## config.mk

```make
export PLATFORM = sky130hd
export DESIGN_NAME = ahb_mtx_out_arbiter
export DESIGN_NICKNAME = d
export VERILOG_FILES = /design/src/rtl/ahb_mtx_pkg.sv /design/src/rtl/ahb_mtx_arb_rr.sv /design/src/rtl/ahb_mtx_out_arbiter.sv
export SDC_FILE = /design/constraint.sdc
export NUM_CORES = 1
export LEC_CHECK = 0
export ABC_AREA = 1
export BUFFER_PORTS_ARGS = -buffer_cell sky130_fd_sc_hd__clkbuf_2
export CAP_MARGIN = 40
export CORE_AREA = 2 2 97 99
export CTS_BUF_LIST = sky130_fd_sc_hd__clkbuf_2
export DETAILED_ROUTE_END_ITERATION = 10
export DIE_AREA = 0 0 99 101
export GPL_TIMING_DRIVEN = 1
export PLACE_DENSITY = 0.63
export SYNTH_ARGS = -nofsm -noshare
export SYNTH_HDL_FRONTEND = slang
export SYNTH_SLANG_ARGS = --single-unit
```

## constraint.sdc

```tcl
create_clock -name HCLK -period 3.7 [get_ports HCLK]
set_input_delay 0.555 -clock HCLK [delete_from_list [all_inputs] [get_ports HCLK]]
set_output_delay 0.555 -clock HCLK [all_outputs]
set_load 0.01 [all_outputs]
```

## src/rtl/ahb_mtx_pkg.sv

```systemverilog
// Shared AHB bus-matrix types: HTRANS encodings, matrix port ids, HMASTER width.
// Also carries the burst-continuation test used by the output-stage arbiter.
package ahb_mtx_pkg;

   typedef enum logic [1:0] {
      HTRANS_IDLE   = 2'b00,
      HTRANS_BUSY   = 2'b01,
      HTRANS_NONSEQ = 2'b10,
      HTRANS_SEQ    = 2'b11
   } htrans_e;

   typedef enum logic [1:0] {
      PORT_NONE = 2'd0,
      PORT_P0   = 2'd1,
      PORT_P1   = 2'd2
   } port_e;

   localparam int HMASTER_W = 4;

   // SEQ and BUSY both mean the owner is still inside a burst.
   function automatic logic htrans_cont(input logic [1:0] trans);
      return (trans == HTRANS_SEQ) || (trans == HTRANS_BUSY);
   endfunction

endpackage

```

## src/rtl/ahb_mtx_arb_rr.sv

```systemverilog
// Two-requester round-robin picker; purely combinational, registers live in the caller.
// A holding owner always wins; otherwise the port other than last_grant breaks a tie.
module ahb_mtx_arb_rr
   import ahb_mtx_pkg::*;
(
   input  logic [1:0] req,
   input  logic [1:0] hold,
   input  port_e      last_grant,
   output port_e      next_grant
);

   always_comb begin
      next_grant = PORT_NONE;
      if (hold[0]) begin
         next_grant = PORT_P0;
      end else if (hold[1]) begin
         next_grant = PORT_P1;
      end else if (&req) begin
         next_grant = (last_grant == PORT_P0) ? PORT_P1 : PORT_P0;
      end else if (req[0]) begin
         next_grant = PORT_P0;
      end else if (req[1]) begin
         next_grant = PORT_P1;
      end
   end

endmodule

```

## src/rtl/ahb_mtx_out_arbiter.sv

```systemverilog
// AHB matrix output stage: round-robin with burst hold over two input ports, one slave side.
// Latency: grant registered at the request edge, address phase on the next cycle.
// Backpressure: HREADYOUTM=0 freezes all state; AHB_MTX_OUT_LOCK_EN adds HMASTLOCK hold.
module ahb_mtx_out_arbiter
   import ahb_mtx_pkg::*;
#(
   parameter int ADDR_W = 32,
   parameter int DATA_W = 32
)
(
   input  logic                 HCLK,
   input  logic                 HRESET,
   input  logic                 sel_op0,
   input  logic [ADDR_W-1:0]    addr_op0,
   input  logic [1:0]           trans_op0,
   input  logic                 write_op0,
   input  logic [2:0]           size_op0,
   input  logic [2:0]           burst_op0,
   input  logic [3:0]           prot_op0,
   input  logic                 mastlock_op0,
   input  logic [DATA_W-1:0]    wdata_op0,
   output logic                 active_op0,
   input  logic                 sel_op1,
   input  logic [ADDR_W-1:0]    addr_op1,
   input  logic [1:0]           trans_op1,
   input  logic                 write_op1,
   input  logic [2:0]           size_op1,
   input  logic [2:0]           burst_op1,
   input  logic [3:0]           prot_op1,
   input  logic                 mastlock_op1,
   input  logic [DATA_W-1:0]    wdata_op1,
   output logic                 active_op1,
   input  logic                 HREADYOUTM,
   output logic                 HREADYMUXM,
   output logic                 HSELM,
   output logic [ADDR_W-1:0]    HADDRM,
   output logic [1:0]           HTRANSM,
   output logic                 HWRITEM,
   output logic [2:0]           HSIZEM,
   output logic [2:0]           HBURSTM,
   output logic [3:0]           HPROTM,
   output logic                 HMASTLOCKM,
   output logic [HMASTER_W-1:0] HMASTERM,
   output logic [DATA_W-1:0]    HWDATAM
);

   port_e      addr_port;
   port_e      data_port;
   port_e      last_grant;
   port_e      next_grant;
   logic [1:0] req;
   logic [1:0] hold;
   logic       lock_op0;
   logic       lock_op1;

`ifdef AHB_MTX_OUT_LOCK_EN
   assign lock_op0 = mastlock_op0;
   assign lock_op1 = mastlock_op1;
`else
   logic unused_mastlock;
   assign unused_mastlock = mastlock_op0 ^ mastlock_op1;
   assign lock_op0        = 1'b0;
   assign lock_op1        = 1'b0;
`endif

   assign req[0]  = sel_op0 & (trans_op0 != HTRANS_IDLE);
   assign req[1]  = sel_op1 & (trans_op1 != HTRANS_IDLE);
   assign hold[0] = (addr_port == PORT_P0) & sel_op0 & (htrans_cont(trans_op0) | lock_op0);
   assign hold[1] = (addr_port == PORT_P1) & sel_op1 & (htrans_cont(trans_op1) | lock_op1);

   ahb_mtx_arb_rr u_arb_rr (
      .req        (req),
      .hold       (hold),
      .last_grant (last_grant),
      .next_grant (next_grant)
   );

   always_ff @(posedge HCLK) begin
      if (HRESET) begin
         addr_port  <= PORT_NONE;
         data_port  <= PORT_NONE;
         last_grant <= PORT_P1;
      end else if (HREADYOUTM) begin
         addr_port <= next_grant;
         data_port <= (HTRANSM != HTRANS_IDLE) ? addr_port : PORT_NONE;
         if (next_grant != PORT_NONE) begin
            last_grant <= next_grant;
         end
      end
   end

   assign active_op0 = (addr_port == PORT_P0);
   assign active_op1 = (addr_port == PORT_P1);
   assign HREADYMUXM = HREADYOUTM;

   always_comb begin
      HSELM      = 1'b0;
      HADDRM     = '0;
      HTRANSM    = HTRANS_IDLE;
      HWRITEM    = 1'b0;
      HSIZEM     = '0;
      HBURSTM    = '0;
      HPROTM     = '0;
      HMASTLOCKM = 1'b0;
      HMASTERM   = '0;
      case (addr_port)
         PORT_P0: begin
            HSELM      = sel_op0;
            HADDRM     = addr_op0;
            HTRANSM    = trans_op0;
            HWRITEM    = write_op0;
            HSIZEM     = size_op0;
            HBURSTM    = burst_op0;
            HPROTM     = prot_op0;
            HMASTLOCKM = lock_op0;
            HMASTERM   = HMASTER_W'(0);
         end
         PORT_P1: begin
            HSELM      = sel_op1;
            HADDRM     = addr_op1;
            HTRANSM    = trans_op1;
            HWRITEM    = write_op1;
            HSIZEM     = size_op1;
            HBURSTM    = burst_op1;
            HPROTM     = prot_op1;
            HMASTLOCKM = lock_op1;
            HMASTERM   = HMASTER_W'(1);
         end
         default: ;
      endcase
   end

   always_comb begin
      HWDATAM = '0;
      case (data_port)
         PORT_P0: HWDATAM = wdata_op0;
         PORT_P1: HWDATAM = wdata_op1;
         default: ;
      endcase
   end

endmodule

```

==> results.txt, run 1 <==
----------------------------------------------------
[Synthesis]
  Most common flop cell mapped by yosys ... sky130_fd_sc_hd__dfxtp_1
  Commonest cells in the synthesized netlist ... 168 x sky130_fd_sc_hd__nand2_1, 80 x sky130_fd_sc_hd__a21oi_1, 19 x sky130_fd_sc_hd__buf_2
  Synth top area share ... 41.1%
  Mean cell area of the mapped netlist ... 4.79 um2
  Number of enable-type register cells in the synthesized netlist ... 0
  Count of unique library cells instantiated by Yosys ... 22
  Share of the yosys chip area belonging to registers ... 7.83%
  Post-Syn Instances ... 320
  Dominant cells by area after synthesis ... sky130_fd_sc_hd__nand2_1 41%, sky130_fd_sc_hd__a21oi_1 26%, sky130_fd_sc_hd__dfxtp_1 7.8%
  Total standard cell area after synthesis ... 1530 um2
  Yosys warnings ... 0
  Share of flip-flops with an asynchronous set or reset after synthesis ... 0%
  Total of flip-flops plus latches after synthesis ... 6
  Leading cell type by number of instances after synthesis ... sky130_fd_sc_hd__nand2_1
  Cell accounting for the most synthesized area ... sky130_fd_sc_hd__nand2_1

[Clock tree]
  Clock slew seen by the registers of the worst setup and hold paths ... 60 ps
  Inserted Clock Buffers ... 3
  CTS hold repair buffers ... 0
  Post-CTS Setup Repair Bufs ... 0
  Buffer cell driving the clock tree root ... sky130_fd_sc_hd__clkbuf_2
  CTS max path bufs ... 2
  CTS sink cnt ... 6
  Clock insertion delay at the later pin of the skew report ... 220 ps
  Total of cells resized after clock tree synthesis ... 0
  CTS tree ... built
  Total number of H-tree levels ... 1

[Cells and area]
  Number of nets in the layout ... 711
  Antenna Cells ... 0
  Final cell utilization of the core ... 31.7%
  Layout cells sized above 1 ... 47.6%
  Area delta synth->final ... 85.5%

[Status]
  Run status ... finished, final reports clean

[Place]
  Setup slack after placement ... 1640 ps
  Number of I/O port buffers ... 240
  Detail Placement HPWL ... 5.92 mm
  Placer congestion estimate ... 0.818

[Route]
  Aggregate routed wire length ... 6.97 mm
  Drc violations ... 0
  Via count ... 2763
  Count of nets left with antenna violations after detail routing ... 0
  Detailed Routing Iterations Pass 1 ... 4
  Via/cell ratio ... 4.22
  Count of routing violations after the opening detailed-route iteration ... 84
  Routed wire per std cell ... 10.6 um

[Timing]
  Unrepaired setup endpoints after global routing ... false
  Max-slew violations ... 0
  Post-route clock period utilization ... 61.8%
  Maximum clock rate ... 437 MHz
  Min Clock Period, post-route ... 2290 ps
  # setup viols final ... 0
  Slew headroom ... 63.5%
  Maximum clock skew at final layout ... 0.386 ps
  Tightest hold margin ... 451 ps
  Worst-case setup margin in the final layout ... 1410 ps
  Aggregate negative setup slack ... 0 ps
  Final hold violations ... 0
  Worst Max-Slew Pin Slew ... 547 ps

[Floorplan]
  I/O Pins ... 247
  Die Area ... 10000 um2
  Cell Rows ... 35
  DIE WIDTH ... 99 um
  Floorplan Core Area ... 8980 um2
  Initial Util ... 17.1%
  Height of the die ... 101 um

[Global routing]
  Residual overflow from global routing ... 0
  First-pass GRT wire length ... 11.0 mm
  Pin count of the biggest net entering global routing ... 50
  Number of global-route vias before repair ... 2520
  Total global-route track usage ... 12.8%
  Antenna violations before repair ... 0

[Worst hold path]
  Classification of the worst-slack hold path ... reg -> reg

[Worst setup path]
  Peak fanout along the critical path ... 18
  Type of the worst setup path ... reg -> out
  Data arrival, critical path ... 1730 ps
  Startpoint kind of the worst setup timing path ... flip-flop
  Endpoint required time on the critical path ... 3140 ps
  Critical path capture point type ... output pin

[Power]
  Pwr per Cell Area ... 122 nW/um2
  Total power ... 0.348 mW
  Leak Pwr ... 1.46 nW
  IR drop worst, VDD ... 0.139 mV

[Flow run]
  MaxCap Viol Count ... 0

----------------------------------------------------
## final timing paths
kind / startpoint / end / slack (ps) / cells after the start
setup reg to reg: addr_port[1]$_SDFFE_PP0P_ / addr_port[0]$_SDFFE_PP0P_ / 2030 / 8
hold reg to reg: last_grant[1]$_SDFFE_PP1P_ / last_grant[1]$_SDFFE_PP1P_ / 450 / 2
hold / removal: last_grant[1]$_SDFFE_PP1P_ / last_grant[1]$_SDFFE_PP1P_ / 450 / 2
setup / recovery: data_port[1]$_SDFFE_PP0P_ / HWDATAM[13] / 1410 / 6
## where the power goes
part	internal [mW]	leakage, nW	switching, mW
registers	0.0685	0.0493	0.00254
clock network	0.0219	0.0125	0.0232
logic	0.110	1.40	0.122
total	0.200	1.46	0.147
## cells by family after synthesis
group           count (synthesis)  share of synthesized area, %
compound gates                 87                          29.3
fa+ha+maj                       4                          3.26
buf+inv                        41                          13.8
flops                           6                          7.83
other cells                     1                         0.244
simple gates                  181                          45.6
## stage by stage
stage,std cells,area [um2]
global route,655,2850
CTS,655,2850
detailed placement,652,2830
finish,655,2850
global placement,648,2750
floorplan,323,1550
## worst max-delay path: stages, from the launching register on
cell and delay, ps:
sky130_fd_sc_hd__dfxtp_1 320, sky130_fd_sc_hd__inv_1 50, sky130_fd_sc_hd__ha_1 490, sky130_fd_sc_hd__buf_8 230
sky130_fd_sc_hd__nand2_1 60, sky130_fd_sc_hd__a21oi_1 190, sky130_fd_sc_hd__clkbuf_2 170
## per-layer routing
layer,track usage (%),share of wire (%),up-vias
li1,-,-,1456
met1,16.8,41,1187
met2,22.2,51,112
met3,1.94,6.7,8
met4,2.95,0.98,0
met5,0,0,-
## sequential cells by signal, indices dropped and copies added (netlist names)
register / flops
addr_port: 2
data_port: 2
last_grant: 2
## layout make-up
cell class                 instances  area, um2
clock buffer                       3       15.0
fill                            1017       6130
inverter                          11       41.3
multi-input combinational        276       1210
sequential                         6        120
tap                              111        139
timing repair buffer             248       1320
## layout by cell type (no fill, tap or decap)
cell,Yosys,routed
sky130_fd_sc_hd__inv_1,9,9
sky130_fd_sc_hd__and2_1,1,1
sky130_fd_sc_hd__inv_2,2,2
sky130_fd_sc_hd__nand3_1,2,2
sky130_fd_sc_hd__dfxtp_1,6,6
sky130_fd_sc_hd__a21oi_2,1,1
sky130_fd_sc_hd__ha_1,4,4
sky130_fd_sc_hd__o21ai_0,3,3
sky130_fd_sc_hd__a21o_1,1,1
sky130_fd_sc_hd__nand3b_1,1,1
sky130_fd_sc_hd__conb_1,1,4
sky130_fd_sc_hd__clkbuf_2,0,243
sky130_fd_sc_hd__buf_8,0,2
sky130_fd_sc_hd__nand2_2,1,1
sky130_fd_sc_hd__buf_4,7,4
sky130_fd_sc_hd__nand2_1,168,168
sky130_fd_sc_hd__nor2_1,6,6
sky130_fd_sc_hd__buf_16,0,2
sky130_fd_sc_hd__nor2_2,1,1
sky130_fd_sc_hd__nand3_2,1,1
sky130_fd_sc_hd__o21ai_2,2,2
sky130_fd_sc_hd__a21oi_1,80,80
Power figures use the tool's default switching activity.
==> run 2, diff against run 1 <==
CORE_AREA = 2 2 96 98   (was 2 2 97 99)
DIE_AREA = 0 0 98 100   (was 0 0 99 101)
PLACE_DENSITY = 0.65   (was 0.63)
clock period = 2.04 ns   (was 3.7 ns; I/O delays follow)
==> run 2 against run 1 <==
  * Count of clock-buffer cells in the layout stayed put
  * Cell count decreased by 0.31%
  * Global-route usage down 1.0 points
  * Total power increased by 77%
  * Register-to-register slack worse by 1500 ps
  * Largest cell class unchanged
  * Highest routed layer unchanged
==> results.txt, run 2 (same netlist as run 1, synthesis figures left out) <==
----------------------------------------------------
[Status]
  Run status ... finished, final reports clean

[Floorplan]
  DIE WIDTH ... 98 um
  Height of the die ... 100 um
  Initial Util ... 17.3%
  Cell Rows ... 35
  Floorplan Core Area ... 8890 um2
  Die Area ... 9800 um2
  I/O Pins ... 247

[Place]
  Setup slack after placement ... 431 ps
  Placer congestion estimate ... 0.771
  Detail Placement HPWL ... 5.46 mm
  Placed cell area ... 2800 um2
  Number of I/O port buffers ... 240

[Clock tree]
  Clock slew seen by the registers of the worst setup and hold paths ... 60 ps
  Clock insertion delay at the later pin of the skew report ... 230 ps
  Inserted Clock Buffers ... 3
  CTS hold repair buffers ... 0
  CTS max path bufs ... 2
  Buffer cell driving the clock tree root ... sky130_fd_sc_hd__clkbuf_2
  CTS sink cnt ... 6
  CTS tree ... built
  Total number of H-tree levels ... 1
  Post-CTS Setup Repair Bufs ... 0
  Total of cells resized after clock tree synthesis ... 0

[Timing]
  Min Clock Period, post-route ... 1870 ps
  Final hold violations ... 0
  Max-slew violations ... 0
  Unrepaired setup endpoints after global routing ... false
  # setup viols final ... 0
  Maximum clock rate ... 536 MHz
  Maximum clock skew at final layout ... 4.31 ps
  Post-route clock period utilization ... 91.5%
  Aggregate negative setup slack ... 0 ps
  Worst-case setup margin in the final layout ... 174 ps

[Worst setup path]
  Peak fanout along the critical path ... 47
  Data arrival, critical path ... 1560 ps
  Type of the worst setup path ... reg -> out
  Critical path capture point type ... output pin
  Endpoint required time on the critical path ... 1730 ps
  Startpoint kind of the worst setup timing path ... flip-flop
  Cell depth of the worst flop-to-flop path ... 10

[Worst hold path]
  Number of cells on the worst hold path ... 2
  Classification of the worst-slack hold path ... in -> reg

[Global routing]
  Antenna violations before repair ... 0
  First-pass GRT wire length ... 10.2 mm
  Total global-route track usage ... 11.8%
  Residual overflow from global routing ... 0
  Pin count of the biggest net entering global routing ... 50
  Number of global-route vias before repair ... 2428

[Route]
  Drc violations ... 0
  Routed wire per std cell ... 10.0 um
  Count of nets left with antenna violations after detail routing ... 0
  Count of routing violations after the opening detailed-route iteration ... 77
  Aggregate routed wire length ... 6.56 mm
  Detailed Routing Iterations Pass 1 ... 4
  Via count ... 2793
  Via/cell ratio ... 4.28

[Cells and area]
  Number of nets in the layout ... 709
  Multi-input combinational cell area ... 1210 um2
  Largest registers ... addr_port: 2 flops, data_port: 2 flops, last_grant: 2 flops
  Area delta synth->final ... 83.4%
  Top library cells by usage in the layout, fill and taps aside ... 243 x sky130_fd_sc_hd__clkbuf_2, 168 x sky130_fd_sc_hd__nand2_1, 80 x sky130_fd_sc_hd__a21oi_1
  Number of fill cells ... 1009
  Most common cell after layout, fill and taps aside ... sky130_fd_sc_hd__clkbuf_2
  Final cell utilization of the core ... 31.6%
  Layout cells sized above 1 ... 47.4%
  Antenna Cells ... 0
  Finished Cell Area ... 2810 um2
  Area of all sequential standard cells ... 120 um2

[Flow run]
  MaxCap Viol Count ... 0

[Power]
  Leak Pwr ... 1.45 nW
  IR drop worst, VDD ... 0.319 mV
  Pwr per Cell Area ... 219 nW/um2

----------------------------------------------------
run 2: routing by layer:
layer	up-vias	global-route usage, %	routed length, um
met5	-	0	0
li1	1456	-	-
met4	0	1.82	22
met3	4	1.95	462
met1	1217	14.2	2620
met2	116	22.5	3450
run 2: worst max-delay path, cell delays in order, from the launching register on:
cell	delay [ps]
sky130_fd_sc_hd__dfxtp_1	370
sky130_fd_sc_hd__inv_1	60
sky130_fd_sc_hd__ha_1	320
sky130_fd_sc_hd__buf_12	180
sky130_fd_sc_hd__a21oi_1	210
sky130_fd_sc_hd__clkbuf_2	180
run 2: path summary, 6_finish.rpt:
check	start	endpoint	slack (ps)
worst min-delay path	HRESET	addr_port[0]$_SDFFE_PP0P_	310
worst max-delay path	addr_port[0]$_SDFFE_PP0P_	HADDRM[30]	170
worst max register to register	addr_port[0]$_SDFFE_PP0P_	last_grant[1]$_SDFFE_PP1P_	560
worst min register to register	last_grant[1]$_SDFFE_PP1P_	last_grant[1]$_SDFFE_PP1P_	450
run 2: metrics by stage:
| stage | hold slack [ps] | power (mW) | cells |
|---|---|---|---|
| 4_1_cts | 304 | 0.621 | 653 |
| 5_1_grt | 302 | 0.678 | 653 |
| 6_report | 314 | 0.617 | 653 |
| 2_1_floorplan | 368 | 0.322 | 323 |
| 3_3_place_gp | 431 | 0.527 | 650 |
| 3_5_place_dp | 451 | 0.534 | 650 |
run 2: final cells by class:
type,instances,area share [%]
timing repair buffer,246,45.6
multi-input combinational,276,43.1
tap,111,4.94
sequential,6,4.27
inverter,11,1.47
clock buffer,3,0.534
run 2: where the power goes:
part           total (mW)  internal, mW  switching (mW)  leakage, nW
Sequential          0.129         0.124         0.00469       0.0493
Clock              0.0854        0.0399          0.0455       0.0125
Combinational       0.403         0.187           0.215         1.38
Total               0.617         0.351           0.265         1.45
